--- config.mk ---
export PLATFORM = sky130hd
export DESIGN_NAME = ue14500_seq
export DESIGN_NICKNAME = d
export VERILOG_FILES = /design/src/rtl/ue14500_pkg.sv /design/src/rtl/ue14500_ret_stack.sv /design/src/rtl/ue14500_seq.sv
export SDC_FILE = /design/constraint.sdc
export NUM_CORES = 1
export LEC_CHECK = 0
export ABC_AREA = 0
export CAP_MARGIN = 5
export CORE_MARGIN = 5
export CORE_UTILIZATION = 42
export DETAILED_ROUTE_END_ITERATION = 12
export MAX_ROUTING_LAYER = met4
export PLACE_DENSITY = 0.68
export SLEW_MARGIN = 30
export SYNTH_ARGS = -nofsm -noshare
export SYNTH_HDL_FRONTEND = slang
export SYNTH_SLANG_ARGS = --single-unit
--- constraint.sdc ---
create_clock -name CLK -period 2.8 [get_ports CLK]
set_input_delay 0.42 -clock CLK [delete_from_list [all_inputs] [get_ports CLK]]
set_output_delay 0.42 -clock CLK [all_outputs]
set_load 0.02 [all_outputs]
--- src/rtl/ue14500_pkg.sv ---
// Definitions shared between the UE14500 ICU and its program sequencer:
// opcode encodings, default address width and the sequencer state type.
package ue14500_pkg;

    localparam int UE_AW = 4;

    localparam logic [3:0] OP_NOP0 = 4'h0;
    localparam logic [3:0] OP_LD   = 4'h1;
    localparam logic [3:0] OP_ADD  = 4'h2;
    localparam logic [3:0] OP_SUB  = 4'h3;
    localparam logic [3:0] OP_ONE  = 4'h4;
    localparam logic [3:0] OP_NAND = 4'h5;
    localparam logic [3:0] OP_OR   = 4'h6;
    localparam logic [3:0] OP_XOR  = 4'h7;
    localparam logic [3:0] OP_STO  = 4'h8;
    localparam logic [3:0] OP_STOC = 4'h9;
    localparam logic [3:0] OP_IEN  = 4'hA;
    localparam logic [3:0] OP_OEN  = 4'hB;
    localparam logic [3:0] OP_JMP  = 4'hC;
    localparam logic [3:0] OP_RTN  = 4'hD;
    localparam logic [3:0] OP_SKZ  = 4'hE;
    localparam logic [3:0] OP_NOPF = 4'hF;

    typedef enum logic {
        SEQ_RUN  = 1'b0,
        SEQ_HALT = 1'b1
    } seq_state_t;

endpackage

--- src/rtl/ue14500_ret_stack.sv ---
// Return-address LIFO as a shift register: entry 0 is always the top.
// A push while full drops the oldest entry; a pop while empty yields address 0.
module ue14500_ret_stack
    import ue14500_pkg::*;
#(
    parameter int AW    = UE_AW,
    parameter int DEPTH = 2
) (
    input  logic                         CLK,
    input  logic                         RST_N,
    input  logic                         push,
    input  logic                         pop,
    input  logic [AW-1:0]                push_data,
    output logic [AW-1:0]                top,
    output logic [$clog2(DEPTH+1)-1:0]   sp,
    output logic                         ovf_strobe,
    output logic                         unf_strobe
);

    localparam int SPW = $clog2(DEPTH + 1);

    logic [AW-1:0]  entry_reg  [DEPTH];
    logic [AW-1:0]  entry_next [DEPTH];
    logic [SPW-1:0] sp_reg;
    logic [SPW-1:0] sp_next;
    logic           full;
    logic           empty;

    assign full       = (sp_reg == SPW'(DEPTH));
    assign empty      = (sp_reg == '0);
    assign ovf_strobe = push & full;
    assign unf_strobe = pop & ~push & empty;
    assign top        = empty ? '0 : entry_reg[0];
    assign sp         = sp_reg;

    // Vacated slots are refilled with zero so unused entries never hold stale addresses.
    for (genvar gi = 0; gi < DEPTH; gi++) begin : g_entry
        logic [AW-1:0] push_src;
        logic [AW-1:0] pop_src;
        if (gi == 0) begin : g_top
            assign push_src = push_data;
        end else begin : g_lower
            assign push_src = entry_reg[gi-1];
        end
        if (gi == DEPTH - 1) begin : g_last
            assign pop_src = '0;
        end else begin : g_inner
            assign pop_src = entry_reg[gi+1];
        end
        assign entry_next[gi] = push ? push_src : (pop ? pop_src : entry_reg[gi]);
    end

    always_comb begin
        sp_next = sp_reg;
        if (push && !full) begin
            sp_next = sp_reg + 1'b1;
        end else if (!push && pop && !empty) begin
            sp_next = sp_reg - 1'b1;
        end
    end

    always_ff @(posedge CLK or negedge RST_N) begin
        if (!RST_N) begin
            for (int i = 0; i < DEPTH; i++) begin
                entry_reg[i] <= '0;
            end
            sp_reg <= '0;
        end else begin
            entry_reg <= entry_next;
            sp_reg    <= sp_next;
        end
    end

endmodule

--- src/rtl/ue14500_seq.sv ---
// Program sequencer for the UE14500 ICU: program counter, jump/return with a
// return stack, program restart and halt/resume driven by the ICU flag pulses.
module ue14500_seq
    import ue14500_pkg::*;
#(
    parameter int AW    = UE_AW,
    parameter int DEPTH = 2
) (
    input  logic                         CLK,
    input  logic                         RST_N,
    input  logic                         JMP,
    input  logic                         RTN,
    input  logic                         FL0,
    input  logic                         FLF,
    input  logic [AW-1:0]                TGT_IN,
    input  logic                         RUN,
    output logic [AW-1:0]                ADDR,
    output logic                         HALT,
    output logic [$clog2(DEPTH+1)-1:0]   SP,
    output logic                         OVF,
    output logic                         UNF
);

    seq_state_t    state_reg;
    logic          halt_reg;
    logic [AW-1:0] addr_reg;
    logic [AW-1:0] addr_next;
    logic [AW-1:0] addr_inc;
    logic [AW-1:0] tgt_reg;
    logic          ovf_reg;
    logic          unf_reg;
    logic          running;
    logic          stk_push;
    logic          stk_pop;
    logic [AW-1:0] stk_top;
    logic          stk_ovf;
    logic          stk_unf;

    assign running  = (state_reg == SEQ_RUN);
    assign addr_inc = addr_reg + 1'b1;
    assign stk_push = running & ~FL0 & JMP;
    assign stk_pop  = running & ~FL0 & ~JMP & RTN;

    // Flags arrive one cycle after their instruction, so the jump target is the
    // field latched on the previous edge and the return address skips the delay slot.
    always_comb begin
        addr_next = addr_reg;
        if (FL0) begin
            addr_next = addr_reg;
        end else if (JMP) begin
            addr_next = tgt_reg;
        end else if (RTN) begin
            addr_next = stk_top;
        end else if (FLF) begin
            addr_next = '0;
        end else begin
            addr_next = addr_inc;
        end
    end

    ue14500_ret_stack #(
        .AW    (AW),
        .DEPTH (DEPTH)
    ) u_ret_stack (
        .CLK        (CLK),
        .RST_N      (RST_N),
        .push       (stk_push),
        .pop        (stk_pop),
        .push_data  (addr_inc),
        .top        (stk_top),
        .sp         (SP),
        .ovf_strobe (stk_ovf),
        .unf_strobe (stk_unf)
    );

    always_ff @(posedge CLK or negedge RST_N) begin
        if (!RST_N) begin
            state_reg <= SEQ_RUN;
            halt_reg  <= 1'b0;
            addr_reg  <= '0;
            tgt_reg   <= '0;
            ovf_reg   <= 1'b0;
            unf_reg   <= 1'b0;
        end else begin
            case (state_reg)
                SEQ_RUN: begin
                    addr_reg <= addr_next;
                    if (FL0) begin
                        state_reg <= SEQ_HALT;
                        halt_reg  <= 1'b1;
                    end else begin
                        tgt_reg <= TGT_IN;
                    end
                end
                SEQ_HALT: begin
                    if (RUN) begin
                        state_reg <= SEQ_RUN;
                        halt_reg  <= 1'b0;
                    end
                end
                default: begin
                    state_reg <= SEQ_RUN;
                    halt_reg  <= 1'b0;
                end
            endcase
            ovf_reg <= ovf_reg | stk_ovf;
            unf_reg <= unf_reg | stk_unf;
        end
    end

    assign ADDR = addr_reg;
    assign HALT = halt_reg;
    assign OVF  = ovf_reg;
    assign UNF  = unf_reg;

endmodule

Yosys cells after proc, flatten, opt, wreduce, memory -nomap -nowiden
Index checks and enable logic that the tools add are counted.
- add/sub/neg operators: 3
- eq/ne operators: 3
- bitwise logic cells: 13
- muxes and demuxes: 16
- reductions and logical operators: 11
- operators by type and width (kind ; count):
    $mux 4 ; 8
    $and 1x1->1 ; 7
    $add 4x1->4 const B ; 1
    $mux 1 ; 4
    $mux 2 ; 2
    $ne 2x2->1 const B ; 2
    $not 1->1 ; 4
    $pmux 1 s2 ; 2
    $reduce_and 2->1 ; 2
    $reduce_bool 2->1 ; 2
    $logic_and 1x1->1 ; 3
    $logic_not 1->1 ; 3
    $add 2x1->2 const B ; 1
    $eq 2x2->1 const B ; 1
    $logic_not 2->1 ; 1
    $or 1x1->1 ; 2
    $sub 2x1->2 const B ; 1
- register bits after elaboration: 22
- input port bits: 11
- output and inout bits: 9
- word-level logic and storage cells: 55

Longest topological paths before layout
- depth after elaboration: 8
- gate-level depth with buffers: 5

Cells and area by module
From an unflattened synthesis, not the netlist that was laid out.
- cells, all modules: 107
- area, all modules: 1078.5 um^2
- by module, submodules not included (module ; area each (um^2) ; instances ; cells each ; sequential area each (um^2)):
    ue14500_seq ; 571.8 ; 1 ; 57 ; 300.3
    ue14500_ret_stack ; 506.7 ; 1 ; 50 ; 250.2

Worst setup path before layout
OpenSTA, ideal clock, no wires.
- path type: register -> register
- start: register u_ret_stack.sp_reg[0], in the netlist u_ret_stack.sp[0]
- end: register u_ret_stack.sp_reg[1], in the netlist u_ret_stack.sp[1]
- buffers on the path: 1
- slack: 1.331 ns
- arrival: 1.323 ns
- library setup time: 0.147 ns
- data required time: 2.653 ns
- cell stages (with the launch flop): 5
- cells stage by stage: dfrtp_1 -> buf_6 -> or4b_4 -> a21oi_1 -> a311oi_1
- longest elaborated chain between the ends: 4
- ends and longest elaborated chain (element ; line ; text):
    start, declared ; ue14500_ret_stack.sv:24 ; logic [SPW-1:0] sp_reg;
    start signal, assigned ; ue14500_ret_stack.sv:70 ; sp_reg <= sp_next;
    branches (longest 4 deep; another with $sub 2x1->2) ; -- ;
Several ways; the timed one is not identified. The select of a mux whose other input is x is not followed.
A chain may end at the register's enable or synchronous reset.

Final worst setup path
- start: register u_ret_stack.sp_reg[0], in the netlist u_ret_stack.sp[0]
- end: output SP[0]
- RTL lines (element ; line ; text):
    end, declared ; ue14500_seq.sv:19 ; output logic [$clog2(DEPTH+1)-1:0] SP,
No word-level cell between the ends.

==> summary.md <==
| Metric | Value |
|---|---|
| Run status | finished, final reports clean |
| Core box area | 2480 um^2 |
| GPL Wtd Cong | 0.809 |
| Static leakage power | 0.557 nW |
| CP Buf/Inv Count | 1 |
| Wirelength, routed | 2190 um |
| Worst hold margin | 438 ps |
| Share of cells above drive strength 1 | 7.20% |
| Number of ports placed on the die boundary | 20 |
| Cts bufs inserted | 3 |
| Hold Crit Class | input port to async pin |
| Cell-by-cell listing of the critical path | clkdlybuf4s50_1 |
| Clock-pin slew reported for the worst setup and hold paths after clock tree synthesis | 120 ps |
| Violation count after the first detailed-routing iteration | 23 |
| Skew-Pair Late Insertion Delay | 310 ps |
| Fmax | 530 MHz |
| Maximum fanout along the worst path | 9 |
| Die Width | 60.7 um |
| Total inserted antenna cells | 0 |
| Non-filler instance count after layout | 155 |
| Vertical extent of the die | 60.7 um |
| Leading cell type in the layout, fill and taps excluded | dfrtp_1 |
| Wire length per cell | 14.1 um |
| DP Area | 1280 um^2 |
| Power density of the placed cells | 820 nW/um^2 |
| Slowest stage cell on the critical path | clkdlybuf4s50_1 |
| Yosys warning total | 0 |
| Worst-margin pin slew | 625 ps |
| Post-Synthesis Cells | 107 |
| Number of antenna violations at the first check in global routing | 0 |
| Global router's overall resource usage | 13.9% |
| Hold violation total from the final report | 0 |
| Pin count of the biggest net entering global routing | 23 |
| Number of filler instances in the final layout | 230 |
| Portion of the post-synthesis area used by sequential elements | 51.0% |
| Count of instances resized after the clock tree is built | 0 |
| Total negative setup slack | 0 ps |
| Mean instance size in the synthesized netlist | 10.1 um^2 |
| H-Tree Depth | 1 |
| Number of rows in the core area | 18 |
| Critical Path End Type | primary output |
| Worst setup margin | 914 ps |
| Post-synth design cell area | 1080 um^2 |
| Post-synth EDFFs | 0 |
| Area of all placed cells without fillers | 1300 um^2 |
| Via count | 867 |
| Post-CTS setup-driven buffer insertion count | 0 |
| Arrival time of the worst setup path | 1470 ps |
| Remaining routing DRC violations | 0 |
| Flop2flop setup slack | 1390 ps |
| Relative slew slack | 58.1% |
| Post-Syn Nets | 119 |
| Leading cell types in the layout, fill and taps excluded | dfrtp_1 (22), clkdlybuf4s50_1 (19), nand2_1 (18) |
| Max-capacitance violation count | 0 |
| Overflow left after global routing | 0 |
| Crit share post-route | 67.4% |
| Die area | 3680 um^2 |
| Clock tree sinks | 22 |
| Effective utilization at floorplan | 43.5% |
| Clock buffer depth | 2 |
| Peak supply drop | 0.000418 V |
| Endpoint required time on the critical path | 2380 ps |
| Family with the most delay on the worst path | buffers and inverters |
| Startpoint of the lowest-slack register-to-register path | state_reg |
| Placement Setup Slack | 831 ps |
| Area grow syn2layout | 20.4% |
| Number of global-route vias before repair | 772 |
| RSZ-0062 raised after global routing | false |
| Time the worst path needs with I/O delays and setup | 1890 ps |
| Count of hold-fix buffers inserted at cts | 0 |
| Number of cells in the design after placement | 152 |
| CTS tree | done |
| Number of unique standard cell types used by synthesis | 35 |
| Layout Nets | 139 |
| Global-route wire length before repair | 3710 um |
| Terminus of the critical flop-to-flop path | u_ret_stack.g_entry[0].pop_src[2] |
| Pre-antenna DRT Iters | 4 |
| # setup viols final | 0 |
| Via density per instance | 5.59 |
| Clock tree root buffer cell | clkbuf_4 |
| Number of port buffers | 19 |
| CP startpoint kind | flip-flop |
| Number of nets with antenna violations after detailed routing | 0 |
| Delay of the slowest cell on the worst path | 650 ps |
| Share of async-settable or async-resettable flops after synthesis | 100% |
| Dominant register cell in the synthesized netlist | dfrtp_1 |
| Number of slew-limit violations in the final report | 0 |
| Flop and latch count out of synthesis | 22 |
| CP Class | flip-flop to primary output |
| Final setup skew | 9.17 ps |
| Half-perimeter wire length of the detailed placement result | 1550 um |
| Number of cells on the worst reg-to-reg path | 3 |
-- how the worst max path moves through the flow --
stage | start | end | slack, ps | cells after the start
finish | u_ret_stack.sp[0] | SP[0] | 910 | 1
global route | u_ret_stack.sp[0] | SP[0] | 850 | 1
detailed placement | RTN | u_ret_stack.sp[1] | 830 | 4
CTS | u_ret_stack.sp[0] | SP[0] | 900 | 1
global placement | JMP | u_ret_stack.sp[1] | 840 | 4
floorplan | u_ret_stack.sp[0] | u_ret_stack.sp[1] | 1330 | 4
-- synthesized netlist by cell type, types with 2 or more instances --
master | instances | area (um^2)
buf_6 | 2 | 22.5
nand2_1 | 18 | 67.6
o21a_1 | 2 | 15.0
dfrtp_1 | 22 | 551
buf_4 | 2 | 15.0
inv_1 | 3 | 11.3
o21bai_1 | 2 | 15.0
a21oi_1 | 4 | 20.0
o21ai_0 | 2 | 10.0
xor2_1 | 2 | 17.5
a221oi_1 | 3 | 26.3
a2bb2oi_1 | 3 | 26.3
buf_2 | 3 | 15.0
o22ai_1 | 2 | 12.5
o21ai_1 | 6 | 30.0
nor2_1 | 7 | 26.3
a22o_1 | 4 | 35.0
a22oi_1 | 3 | 22.5
-- logic make-up after synthesis --
logic type	synth area share [%]
buf+inv	6.61
fa+ha+maj	1.16
xor+xnor	1.62
simple gates	14.3
flops	51.0
compound gates	25.3
-- power by group --
group	switching (W)	internal, W	total, W
Sequential	0.000105	0.000424	0.000529
Combinational	0.000190	0.000204	0.000394
Clock	0.0000920	0.0000502	0.000142
-- stage by stage --
| stage | total power, W | utilization [%] |
|---|---|---|
| global placement | 0.000923 | 51.5 |
| floorplan | 0.000782 | - |
| global route | 0.00114 | 52.4 |
| detailed placement | 0.000931 | 51.5 |
| finish | 0.00107 | 52.4 |
| CTS | 0.00108 | 52.4 |
-- cell type report --
class                      count  area, um^2  share of cell area [%]
clock buffer                   3        22.5                    1.73
inverter                       5        18.8                    1.45
tap                           30        37.5                    2.89
timing repair buffer          22         213                    16.4
multi-input combinational     73         457                    35.2
sequential                    22         551                    42.4
-- metal layers --
metal  vias to the layer above  GRT usage [%]  wire, um
li1                        425              -         -
met1                       416           19.0      1010
met2                        24           20.0      1020
met3                         2           4.89       141
met4                         0           2.79        19
met5                         -              -         0
No activity file was read; power rests on OpenSTA's default activity.
